<file path="config.mk">
export PLATFORM = sky130hd
export DESIGN_NAME = apb_slave_mem
export DESIGN_NICKNAME = d
export VERILOG_FILES = /design/src/rtl/apb_slave_mem_pkg.sv /design/src/rtl/apb_slave_mem_array.sv /design/src/rtl/apb_slave_mem.sv
export SDC_FILE = /design/constraint.sdc
export NUM_CORES = 2
export LEC_CHECK = 0
export BUFFER_PORTS_ARGS = -buffer_cell sky130_fd_sc_hd__buf_4
export CORE_MARGIN = 3
export CORE_UTILIZATION = 45
export DETAILED_ROUTE_END_ITERATION = 16
export SETUP_SLACK_MARGIN = 0.1
export SLEW_MARGIN = 15
export SYNTH_ARGS = -nofsm -noshare
export SYNTH_HDL_FRONTEND = slang
export SYNTH_SLANG_ARGS = --single-unit
</file>
<file path="constraint.sdc">
create_clock -name pclock -period 4.8 [get_ports pclock]
set_clock_uncertainty 0.1 [all_clocks]
set_input_delay 0.72 -clock pclock [delete_from_list [all_inputs] [get_ports pclock]]
set_output_delay 0.72 -clock pclock [all_outputs]
set_load 0.01 [all_outputs]
</file>
<file path="src/rtl/apb_slave_mem_pkg.sv">
// Shared types and the address decoder for the APB slave memory responder.
package apb_slave_mem_pkg;

  localparam int WAIT_W   = 4;
  localparam int ERRCNT_W = 8;
  localparam int DEC_W    = 64;

  typedef enum logic {
    IDLE,
    ACCESS
  } state_t;

  typedef enum logic [1:0] {
    AK_MEM,
    AK_CFG,
    AK_ERRCNT,
    AK_INVALID
  } addr_kind_t;

  // Addresses are widened to DEC_W so the compare works for any bus width.
  function automatic addr_kind_t addr_kind(
    input logic [DEC_W-1:0] paddr,
    input logic [DEC_W-1:0] mem_depth,
    input logic [DEC_W-1:0] cfg_addr
  );
    addr_kind_t kind;
    if (paddr < mem_depth) begin
      kind = AK_MEM;
    end else if (paddr == cfg_addr) begin
      kind = AK_CFG;
    end else if (paddr == cfg_addr + DEC_W'(1)) begin
      kind = AK_ERRCNT;
    end else begin
      kind = AK_INVALID;
    end
    return kind;
  endfunction

endpackage

</file>
<file path="src/rtl/apb_slave_mem_array.sv">
// Word storage: synchronous write, asynchronous read, cleared by reset.
module apb_slave_mem_array #(
  parameter int DEPTH = 256,
  parameter int WIDTH = 8,
  parameter int AW    = $clog2(DEPTH)
) (
  input  logic             pclock,
  input  logic             preset,
  input  logic             we,
  input  logic [AW-1:0]    waddr,
  input  logic [WIDTH-1:0] wdata,
  input  logic [AW-1:0]    raddr,
  output logic [WIDTH-1:0] rdata
);

  logic [WIDTH-1:0] mem [DEPTH];

  always_ff @(posedge pclock or negedge preset) begin
    if (!preset) begin
      for (int i = 0; i < DEPTH; i++) begin
        mem[i] <= '0;
      end
    end else if (we) begin
      mem[waddr] <= wdata;
    end
  end

  assign rdata = mem[raddr];

endmodule

</file>
<file path="src/rtl/apb_slave_mem.sv">
// APB slave responder: byte memory, wait-state config register and error counter.
//
// state  | meaning
// IDLE   | no transfer; a setup phase (psel & !penable) is latched here
// ACCESS | access phase; wcnt counts down wait states, pready when it hits 0
module apb_slave_mem
  import apb_slave_mem_pkg::*;
#(
  parameter int                     PADDR_WIDTH  = 32,
  parameter int                     PWDATA_WIDTH = 8,
  parameter int                     PRDATA_WIDTH = PWDATA_WIDTH,
  parameter int                     MEM_DEPTH    = 256,
  parameter int                     DEFAULT_WAIT = 0,
  parameter logic [PADDR_WIDTH-1:0] CFG_ADDR     = 32'h0000_1000
) (
  input  logic                    pclock,
  input  logic                    preset,
  input  logic [PADDR_WIDTH-1:0]  paddr,
  input  logic                    prwd,
  input  logic [PWDATA_WIDTH-1:0] pwdata,
  input  logic                    psel,
  input  logic                    penable,
  output logic [PRDATA_WIDTH-1:0] prdata,
  output logic                    pready,
  output logic                    pslverr
);

  localparam int AW = $clog2(MEM_DEPTH);

  state_t                    state_q, state_d;
  logic [WAIT_W-1:0]         wcnt_q;
  logic [WAIT_W-1:0]         wait_cfg;
  logic [ERRCNT_W-1:0]       err_cnt;
  addr_kind_t                kind_q;
  addr_kind_t                kind_in;
  logic                      wr_q;
  logic                      err_q;
  logic [AW-1:0]             idx_q;
  logic [PWDATA_WIDTH-1:0]   wdata_q;
  logic [PRDATA_WIDTH-1:0]   rdata_q;
  logic [PRDATA_WIDTH-1:0]   rd_sel;
  logic [PWDATA_WIDTH-1:0]   mem_rdata;
  logic                      setup;
  logic                      pready_c;
  logic                      complete;
  logic                      mem_we;
  logic                      cfg_we;
  logic                      errcnt_clr;
  logic                      errcnt_inc;

  assign setup   = psel & ~penable;
  assign kind_in = addr_kind(DEC_W'(paddr), DEC_W'(MEM_DEPTH), DEC_W'(CFG_ADDR));

  apb_slave_mem_array #(
    .DEPTH (MEM_DEPTH),
    .WIDTH (PWDATA_WIDTH),
    .AW    (AW)
  ) u_array (
    .pclock (pclock),
    .preset (preset),
    .we     (mem_we),
    .waddr  (idx_q),
    .wdata  (wdata_q),
    .raddr  (paddr[AW-1:0]),
    .rdata  (mem_rdata)
  );

  always_ff @(posedge pclock or negedge preset) begin
    if (!preset) begin
      state_q <= IDLE;
    end else begin
      state_q <= state_d;
    end
  end

  always_comb begin
    state_d  = state_q;
    pready_c = 1'b0;
    complete = 1'b0;
    case (state_q)
      IDLE: begin
        if (setup) begin
          state_d = ACCESS;
        end
      end
      ACCESS: begin
        pready_c = (wcnt_q == '0);
        if (!psel) begin
          state_d = IDLE;
        end else if (penable && pready_c) begin
          complete = 1'b1;
          state_d  = IDLE;
        end
      end
      default: state_d = IDLE;
    endcase
  end

  // Read data is snapshotted at setup so the access phase sees a stable value.
  always_comb begin
    case (kind_in)
      AK_MEM:    rd_sel = PRDATA_WIDTH'(mem_rdata);
      AK_CFG:    rd_sel = PRDATA_WIDTH'(wait_cfg);
      AK_ERRCNT: rd_sel = PRDATA_WIDTH'(err_cnt);
      default:   rd_sel = '0;
    endcase
  end

  always_ff @(posedge pclock or negedge preset) begin
    if (!preset) begin
      wcnt_q  <= '0;
      kind_q  <= AK_MEM;
      wr_q    <= 1'b0;
      err_q   <= 1'b0;
      idx_q   <= '0;
      wdata_q <= '0;
      rdata_q <= '0;
    end else if (state_q == IDLE && setup) begin
      wcnt_q  <= wait_cfg;
      kind_q  <= kind_in;
      wr_q    <= prwd;
      err_q   <= (kind_in == AK_INVALID);
      idx_q   <= paddr[AW-1:0];
      wdata_q <= pwdata;
      rdata_q <= rd_sel;
    end else if (state_q == ACCESS && psel && penable && wcnt_q != '0) begin
      wcnt_q  <= wcnt_q - WAIT_W'(1);
    end
  end

  assign mem_we     = complete & wr_q & (kind_q == AK_MEM);
  assign cfg_we     = complete & wr_q & (kind_q == AK_CFG);
  assign errcnt_clr = complete & wr_q & (kind_q == AK_ERRCNT);
  assign errcnt_inc = complete & err_q & (err_cnt != '1);

  always_ff @(posedge pclock or negedge preset) begin
    if (!preset) begin
      wait_cfg <= WAIT_W'(DEFAULT_WAIT);
      err_cnt  <= '0;
    end else begin
      if (cfg_we) begin
        wait_cfg <= wdata_q[WAIT_W-1:0];
      end
      // Clear takes priority over a coincident error increment.
      if (errcnt_clr) begin
        err_cnt <= '0;
      end else if (errcnt_inc) begin
        err_cnt <= err_cnt + ERRCNT_W'(1);
      end
    end
  end

  assign pready  = pready_c;
  assign pslverr = pready_c & err_q;
  assign prdata  = (pready_c && !wr_q) ? rdata_q : '0;

endmodule

</file>
==> results.cfg <==
[layout]
stdcell_area_sq_um = 108000
layout_commonest_cell = dfrtp_1
fin_nets = 6380
drive_gt1_frac = 0.500
fin_util = 0.509
final_cells = 9345
syn2layout_area_growth_pct = 12.2
most-common-layout-cells = 2085 x dfrtp_1, 1995 x mux2_2, 481 x mux4_2

[clock_network]
htreeDepth = 4
cts_buffer_depth = 3
cts_setup_buffers = 0
cts_tree = built
insertion_delay_ns = 0.89
root_buffer = clkbuf_16
path_clk_slew_ns = 0.06
cts_sinks = 2093
cts_resized = 0
cts_made_buffers = 220

[job]
cap_violations = 0

[worst_setup_path]
path_buf_inv = 1
cp_slowest_cell = nor3_4
critPathLaunchType = flip-flop
cp_top_family = simple AND/OR/NAND/NOR gates
cp.required_ns = 5.46
critical_path_class = flip-flop to flip-flop
path_max_fanout = 11
cp.arrival_ns = 4.63
worstPathCellList = inv_1 > ha_1 > nor3b_2 > nand3_1 > nor4_2 > nand2b_1 > nor3_4 > nand2_1 > mux2_2
endpoint_kind = flip-flop
cpPeakStageDelay_ns = 0.78

[pwr]
p_sw_mw = 9.91
switching_share = 0.258
cellInternalPower_mw = 28.5
pwr-share-seq = 0.470
power_density_nw_per_um2 = 355
p_clk_frac = 0.457
power.total_mw = 38.4
power_frac_comb = 0.074
leakage_nw = 52.2
vdd_drop_max_v = 0.000403

[sta]
final.setup.tns_ns = 0
finalMaxSlewViolations = 0
setup_viol = 0
slew_headroom = 0.229
tightest_slew_ns = 1.15
fmax_mhz = 251
finalHoldViolCount = 0
finalCriticalPeriod_ns = 3.98
fin_crit_sh = 0.829
rsz0062_at_grt = no

[synth]
ys_seq_area_frac = 0.544
ys_warn_count = 0
syn_area_sq_um = 96400
synthFlopType = dfrtp_1
synth-async-reset-ratio = 1.00
syn_nets = 6318
syn-instance-count = 6270
yosysTopAreaCell = dfrtp_1
ys_ff_latch = 2093
avgSynthCellArea_sq_um = 15.4
yosysTopAreaCellShare = 0.544
synth_edf_count = 0
synthDistinctLibCells = 80
synth.area.top_cells = dfrtp_1 54%, mux2_2 23%, mux4_2 11%

[detailed_routing]
wl_um = 286000
drc_errors = 0
vias_per_cell = 6.13
vias = 57277
routedWlPerCell_um = 30.6
dr.pass1.iters = 6
drtAntennaViolNets = 0
drtIter0Drc = 5383

[floorplan]
coreArea_sq_um = 213000
rows = 169
num_io_pins = 55
die_w_um = 469
start_util = 0.453
die_area_sq_um = 220000
die_y_um = 469

[grt]
grt_pass1_wl_um = 422000
antenna_found_initial = 7
grt_max_degree = 177
grt.overflow.total = 0
grt_pass1_vias = 58988
grt_use_total = 0.262

[placement]
place_area_sq_um = 100000
portBuffers = 54
hpwl_um = 187000
place_congestion = 0.998
place_inst = 8919

[hold_path]
hold_class = input port to flip-flop

[outcome]
status = completed
==> tightest hold or removal path, cell delays in order <==
cell and delay (ns):
buf_4 0.17, nand2_1 0.07, nand2_1 0.05
==> final timing paths <==
path | from | end | slack, ns | depth (start not counted)
min in group asynchronous | preset | u_array.mem[1963] | 0.37 | 2
max reg2reg | wcnt_q[0] | u_array.mem[1947] | 0.82 | 9
min | paddr[7] | idx_q[7] | 0.07 | 3
max in group asynchronous | preset | u_array.mem[1463] | 2.58 | 3
min reg2reg | u_array.mem[1960] | u_array.mem[1960] | 0.39 | 1
max | wcnt_q[0] | u_array.mem[1947] | 0.82 | 9
==> state kept, by name (all words and copies together) (netlist names) <==
name	flops
wait_cfg	4
rdata_q	8
wdata_q	8
u_array.mem	2048
err_q	1
wr_q	1
err_cnt	8
state_q	1
idx_q	8
kind_q	2
wcnt_q	4
==> cells in the mapped netlist, types with 30 or more instances <==
cell	number
a21oi_1	54
a22oi_1	48
buf_2	68
buf_4	42
buf_6	36
clkbuf_1	291
dfrtp_1	2093
mux2_1	71
mux2_2	1995
mux2i_1	134
mux4_2	481
nand2_1	337
nand3_1	37
nor2_1	63
nor2_2	41
nor2_4	30
o21ai_0	45
o22ai_1	36
==> layer usage <==
metal  share of wire  global-route usage
met3           0.067              0.0555
met1            0.43               0.370
met2            0.46               0.404
met4           0.041              0.0907
met5               0                   0
==> through the flow <==
step	hold WS (ns)	worst slack (ns)
2_1_floorplan	0.324	1.95
3_3_place_gp	0.368	0.532
3_5_place_dp	0.376	0.630
4_1_cts	0.00173	0.937
5_1_grt	0.0456	0.752
6_report	0.0657	0.823
==> cell type report <==
class / instances / area [sq um]
Antenna cell: 6 / 15.0
Clock buffer: 347 / 6680
Clock inverter: 61 / 788
Fill cell: 18004 / 104000
Inverter: 12 / 50.0
Multi-Input combinational cell: 3708 / 41700
Sequential cell: 2093 / 52400
Tap cell: 2821 / 3530
Timing Repair Buffer: 297 / 2920
==> power by group through the flow <==
stage / clock network, mW / registers, mW / logic (mW)
after detailed placement: 0 / 18.4 / 2.82
after CTS: 17.9 / 18.0 / 2.83
after global placement: 0 / 18.3 / 2.78
after global routing: 18.6 / 18.0 / 2.99
final: 17.5 / 18.0 / 2.82
after floorplan: 0 / 18.1 / 1.47
==> timing repair <==
action                                  in CTS  in global routing
hold endpoints to repair                    79                  0
endpoints found under the setup margin       0                  0
hold buffers                                12                  0
==> cells by family after synthesis <==
logic type / after synthesis / synth area share
adder cells (fa/ha/maj): 3 / 0.000390
multiplexers: 2699 / 0.373
AO/OA/AOI/OAI: 312 / 0.0221
XOR/XNOR: 7 / 0.000636
flip-flops: 2093 / 0.544
AND/OR/NAND/NOR: 687 / 0.0358
buffers and inverters: 469 / 0.0248
No activity file was read; power rests on OpenSTA's default activity.
